`config.mk`:
```
export PLATFORM = sky130hd
export DESIGN_NAME = mem_ctrl
export DESIGN_NICKNAME = d
export VERILOG_FILES = /design/src/rtl/mem_ctrl.sv
export SDC_FILE = /design/constraint.sdc
export NUM_CORES = 1
export LEC_CHECK = 0
export BUFFER_PORTS_ARGS = -buffer_cell sky130_fd_sc_hd__buf_2
export CORE_ASPECT_RATIO = 1.2
export CORE_MARGIN = 2
export CORE_UTILIZATION = 55
export DETAILED_ROUTE_END_ITERATION = 12
export MAX_ROUTING_LAYER = met4
export PLACE_DENSITY = 0.82
export SLEW_MARGIN = 20
export SYNTH_ARGS = -nofsm -noshare
export SYNTH_HDL_FRONTEND = slang
export SYNTH_SLANG_ARGS = --single-unit
```
`constraint.sdc`:
```
create_clock -name clk_in -period 4.6 [get_ports clk_in]
set_input_delay 0.46 -clock clk_in [delete_from_list [all_inputs] [get_ports clk_in]]
set_output_delay 0.46 -clock clk_in [all_outputs]
set_load 0.02 [all_outputs]
```
`src/rtl/mem_ctrl.sv`:
```
// mem_ctrl: serialises LSB loads/stores and instruction fetches onto a byte-wide RAM/IO port
module mem_ctrl #(
    parameter int IO_SEL_HI   = 17,
    parameter int FETCH_BYTES = 4
) (
    input  logic        clk_in,
    input  logic        rst_in,
    input  logic        rdy_in,
    input  logic        go_work,
    input  logic        l_or_s,
    input  logic [2:0]  width,
    input  logic [31:0] address,
    input  logic [31:0] value_store,
    output logic        received,
    output logic        has_result,
    output logic [31:0] value_load,
    input  logic        if_req,
    input  logic [31:0] if_addr,
    output logic        if_ready,
    output logic [31:0] if_inst,
    input  logic        clear_in,
    input  logic [7:0]  mem_din,
    output logic [7:0]  mem_dout,
    output logic [31:0] mem_a,
    output logic        mem_wr,
    input  logic        io_buffer_full
);

    typedef enum logic [1:0] {IDLE, LOAD, STORE, FETCH} state_t;

    state_t      state_q, state_d;
    logic [2:0]  cnt_q, cnt_d, cnt_n;
    logic [2:0]  wid_q, wid_d;
    logic [31:0] base_q, base_d;
    logic [31:0] sdata_q, sdata_d;
    logic [31:0] asm_q, asm_d;
    logic        received_q, received_d;
    logic        has_result_q, has_result_d;
    logic        if_ready_q, if_ready_d;
    logic [31:0] value_load_q, value_load_d;
    logic [31:0] if_inst_q, if_inst_d;
    logic [31:0] mem_a_q, mem_a_d;
    logic [7:0]  mem_dout_q, mem_dout_d;
    logic        mem_wr_q, mem_wr_d;
    logic        frz_q, frz_d;
    logic [7:0]  din_sv_q, din_sv_d;
    logic [7:0]  din;
    logic        io_blk;

    // The RAM keeps reading while frozen, so after a freeze mem_din reflects the
    // held address rather than the previous one; replay the byte seen when the freeze began.
    assign din    = frz_q ? din_sv_q : mem_din;
    assign io_blk = (base_q[IO_SEL_HI:IO_SEL_HI-1] == 2'b11) && io_buffer_full;
    assign cnt_n  = cnt_q + 3'd1;

    assign received   = received_q;
    assign has_result = has_result_q;
    assign value_load = value_load_q;
    assign if_ready   = if_ready_q;
    assign if_inst    = if_inst_q;
    assign mem_a      = mem_a_q;
    assign mem_dout   = mem_dout_q;
    assign mem_wr     = mem_wr_q && rdy_in && !io_blk;

    // Next-state: arbitration in IDLE, byte sequencing in LOAD/FETCH/STORE; everything holds while frozen
    always_comb begin
        state_d      = state_q;
        cnt_d        = cnt_q;
        wid_d        = wid_q;
        base_d       = base_q;
        sdata_d      = sdata_q;
        asm_d        = asm_q;
        received_d   = received_q;
        has_result_d = has_result_q;
        if_ready_d   = if_ready_q;
        value_load_d = value_load_q;
        if_inst_d    = if_inst_q;
        mem_a_d      = mem_a_q;
        mem_dout_d   = mem_dout_q;
        mem_wr_d     = mem_wr_q;
        frz_d        = !rdy_in;
        din_sv_d     = din;
        if (rdy_in) begin
            received_d   = 1'b0;
            has_result_d = 1'b0;
            if_ready_d   = 1'b0;
            case (state_q)
                IDLE: begin
                    if (go_work) begin
                        state_d    = l_or_s ? STORE : LOAD;
                        cnt_d      = 3'd0;
                        wid_d      = width;
                        base_d     = address;
                        sdata_d    = value_store;
                        asm_d      = 32'd0;
                        received_d = 1'b1;
                        mem_a_d    = address;
                        mem_dout_d = value_store[7:0];
                        mem_wr_d   = l_or_s;
                    end else if (if_req && !clear_in) begin
                        state_d = FETCH;
                        cnt_d   = 3'd0;
                        wid_d   = 3'(FETCH_BYTES);
                        base_d  = if_addr;
                        asm_d   = 32'd0;
                        mem_a_d = if_addr;
                    end
                end
                LOAD, FETCH: begin
                    if (state_q == FETCH && clear_in) begin
                        state_d = IDLE;
                    end else begin
                        // byte k arrives one cycle after its address, i.e. while cnt == k+1
                        for (int i = 0; i < 4; i++)
                            if (cnt_q == 3'(i + 1)) asm_d[8*i +: 8] = din;
                        if (cnt_q == wid_q) begin
                            state_d = IDLE;
                            if (state_q == LOAD) begin
                                has_result_d = 1'b1;
                                value_load_d = asm_d;
                            end else begin
                                if_ready_d = 1'b1;
                                if_inst_d  = asm_d;
                            end
                        end else begin
                            cnt_d = cnt_n;
                            // hold the last address in the final sampling cycle to avoid a stray IO read
                            if (cnt_n < wid_q) mem_a_d = base_q + 32'(cnt_n);
                        end
                    end
                end
                STORE: begin
                    if (!io_blk) begin
                        if (cnt_n == wid_q) begin
                            state_d  = IDLE;
                            mem_wr_d = 1'b0;
                        end else begin
                            cnt_d      = cnt_n;
                            mem_a_d    = base_q + 32'(cnt_n);
                            mem_dout_d = sdata_q[{cnt_n[1:0], 3'b000} +: 8];
                        end
                    end
                end
                default: state_d = IDLE;
            endcase
        end
    end

    // State and registered outputs; asynchronous active-low reset abandons any access
    always_ff @(posedge clk_in or negedge rst_in) begin
        if (!rst_in) begin
            state_q      <= IDLE;
            cnt_q        <= 3'd0;
            wid_q        <= 3'd0;
            base_q       <= 32'd0;
            sdata_q      <= 32'd0;
            asm_q        <= 32'd0;
            received_q   <= 1'b0;
            has_result_q <= 1'b0;
            if_ready_q   <= 1'b0;
            value_load_q <= 32'd0;
            if_inst_q    <= 32'd0;
            mem_a_q      <= 32'd0;
            mem_dout_q   <= 8'd0;
            mem_wr_q     <= 1'b0;
            frz_q        <= 1'b0;
            din_sv_q     <= 8'd0;
        end else begin
            state_q      <= state_d;
            cnt_q        <= cnt_d;
            wid_q        <= wid_d;
            base_q       <= base_d;
            sdata_q      <= sdata_d;
            asm_q        <= asm_d;
            received_q   <= received_d;
            has_result_q <= has_result_d;
            if_ready_q   <= if_ready_d;
            value_load_q <= value_load_d;
            if_inst_q    <= if_inst_d;
            mem_a_q      <= mem_a_d;
            mem_dout_q   <= mem_dout_d;
            mem_wr_q     <= mem_wr_d;
            frz_q        <= frz_d;
            din_sv_q     <= din_sv_d;
        end
    end

endmodule

```
==> summary.md <==
| Metric | Value |
|---|---|
| Status | finished clean |
| Place WS | 0.7972 ns |
| Gr usage total | 0.2564 |
| Setup-failing EPs final | 0 |
| Port Buffer Count | 222 |
| Commonest non-fill, non-tap cells in the layout | dfrtp_1, buf_2, mux2_2 |
| Layout area overhead | 19.59% |
| Layout Skew | 0.01041 ns |
| Root Buffer | clkbuf_16 |
| Transition time of the tightest slew-check pin | 1.072 ns |
| Vias in the first global route | 8182 |
| DRC | 0 |
| Core box area | 19480 sq um |
| Stages on worst setup path | 10 |
| Post-synth ARST share | 1.000 |
| Critical Path RT | 5.01 ns |
| DRT iter0 DRCs | 550 |
| Post-synthesis net count | 1066 |
| Main flop type after synthesis | dfrtp_1 |
| Switching Fraction | 0.3829 |
| CP Cell Sequence | inv_1 -> ha_1 -> buf_4 -> inv_1 -> fa_1 -> nor2b_1 -> o2111ai_1 -> nor2_1 -> mux2_2 -> a31oi_1 |
| Crit-path max cell delay | 0.79 ns |
| First-pass GRT wire length | 42190 um |
| CP endpoint kind | flip-flop |
| Slowest library cell on the worst path | dfrtp_1 |
| Hold Path Depth | 2 |
| Routability-driven placement congestion ratio | 0.8591 |
| IO Pins | 223 |
| Starting Density | 0.5596 |
| Worst slew margin | 0.2839 |
| WL/cell | 18.58 um |
| Final WS setup | 0.7401 ns |
| Peak VDD IR | 357.5 uV |
| DIE WIDTH | 132.5 um |
| WL final | 26250 um |
| CTS tree | done |
| PwrDens | 691.2 nW/um^2 |
| Netlist Area Pre-Place | 10900 sq um |
| Largest net degree at the start of global routing | 144 |
| Crit path launch type | flip-flop |
| Sequential Power Share | 0.359 |
| Logic pwr share | 0.420 |
| Antenna violations before repair | 1 |
| Slew Viols, Final | 0 |
| Placed cells | 1370 |
| Syn Inst Count | 939 |
| Syn. warnings | 0 |
| #FFs+latches synth | 221 |
| Total negative slack | 0 ns |
| Final ANT Viol Nets | 0 |
| Sequential-to-total area share from yosys stat | 0.5073 |
| Die Ht | 158.2 um |
| Sw Pwr | 0.003450 W |
| RSZ-0062 raised after global routing | false |
| Setup repair bufs after CTS | 0 |
| Cell-internal power | 0.005561 W |
| Leakage | 6.321 nW |
| Non-Filler Instances | 1413 |
| Die Area | 20970 sq um |
| Hold Crit Class | in -> reg |
| CTS Buf Count | 22 |
| Min cycle time layout | 3.860 ns |
| Worst R2R Path Depth | 10 |
| Dpl hpwl | 18020 um |
| Layout cell share with drive strength beyond 1 | 0.3884 |
| Clock network power share | 0.221 |
| Clock Sinks | 221 |
| Nets | 1262 |
| Cell repeated most along the worst path | inv_1 |
| Clock-pin transition on the worst setup and hold timing paths | 0.07 ns |
| Max-Cap Viols | 0 |
| CP max FO | 14 |
| Rows | 56 |
| Final Hold Vio Count | 0 |
| Clock Latency Late Sink | 0.50 ns |
| Critical path buffers and inverters | 3 |
| Clk buf depth | 3 |
| Post-cts sizing count | 0 |
| Drt pass-1 iters | 5 |
| Power, Total | 0.009011 W |
| Fmax | 0.2591 GHz |
| Kind of critical path | reg -> reg |
| Post-synth EDFFs | 0 |
| Syn avg cell area | 11.61 sq um |
| Number of distinct library cells after synthesis | 62 |
| Via count | 8293 |
| H-tree depth | 1 |
| Crit share post-route | 0.8391 |
| Grt total ovfl | 0 |
| CTS Hold Bufs | 0 |
| Vias per inst | 5.869 |
| Largest delay share family, worst path | flip-flops |
| Arr. time, crit path | 4.27 ns |
==> cells in the mapped netlist, types with 8 or more instances <==
master	n	area, sq um
xor2_1	9	78.83
inv_1	38	142.6
buf_1	8	30.03
o31ai_1	10	75.07
clkbuf_1	37	138.9
a21oi_1	15	75.07
nand3_1	18	90.09
buf_2	13	65.06
a31oi_1	32	200.2
a22o_1	37	324.1
and4_1	8	70.07
mux4_2	8	180.2
o21ai_0	73	365.4
nor2_1	25	93.84
ha_1	11	137.6
mux2_2	142	1599
mux2i_1	36	360.4
mux2_4	17	255.2
nand4_1	10	62.56
dfrtp_1	221	5530
nand2_1	71	266.5
==> layout make-up <==
cell class / instances / area, sq um
tap: 261 / 326.6
antenna: 1 / 2.502
fill: 1473 / 6442
clock buffer: 27 / 610.6
inverter: 38 / 142.6
clock inverter: 13 / 196.4
sequential: 221 / 5530
multi-input combinational: 618 / 4981
timing repair buffer: 234 / 1246
==> final timing paths <==
check                      startpoint  slack [ns]             to
setup / recovery             cnt_q[0]        0.74      mem_a[26]
hold / removal               width[0]        0.19       wid_q[0]
setup reg to reg             cnt_q[0]        0.74      mem_a[26]
hold reg to reg            has_result        0.48     has_result
max in group asynchronous      rst_in        3.32     base_q[23]
min in group asynchronous      rst_in        0.45  value_load[1]
==> worst reg2reg max path, delay by kind of cell, from the launching register on <==
family	cells	cell delay, ns
AO/OA/AOI/OAI	2	0.59
adder cells (fa/ha/maj)	2	0.78
buffers and inverters	3	0.50
flip-flops	1	0.79
multiplexers	1	0.37
AND/OR/NAND/NOR	2	0.75
==> registers in the layout, indices dropped and copies added (netlist names) <==
signal      cells
frz_q           1
received        1
asm_q          32
din_sv_q        8
wid_q           3
mem_wr_q        1
mem_a          32
if_inst        32
state_q         2
base_q         32
mem_dout        8
cnt_q           3
has_result      1
value_load     32
if_ready        1
sdata_q        32
==> power by group through the flow <==
stage	clock network (W)	logic, W	registers [W]
floorplan	0	0.00247	0.00347
global placement	0	0.00365	0.00322
detailed placement	0	0.00378	0.00325
CTS	0.00201	0.00380	0.00323
global route	0.00210	0.00413	0.00333
finish	0.00199	0.00378	0.00324
==> layer usage <==
metal | wire length [um] | GRT usage
met1 | 10730 | 0.3186
met2 | 13510 | 0.4446
met3 | 1418 | 0.03074
met4 | 591 | 0.07680
met5 | 0 | -
==> cells by family (layout without fill, tap and decap cells) <==
logic type	after synthesis	after routing	synth area share
DFF	221	221	0.5073
AOI/OAI and AO/OA	213	213	0.1290
muxes	203	203	0.2197
and+or+nand+nor	176	176	0.07989
buffers and inverters	100	312	0.03834
xor gates and xnor gates	14	14	0.01125
adders and majority gates	12	12	0.01446
other	0	1	0
==> through the flow <==
step	hold slack (ns)	area, sq um	utilization
floorplan	0.1644	10900	-
global placement	0.4618	12180	0.6254
detailed placement	0.4675	12190	0.6258
CTS	0.1613	13000	0.6672
global route	0.1768	13040	0.6693
finish	0.1870	13040	0.6693
Note: power is estimated with default switching activity, not from simulation.
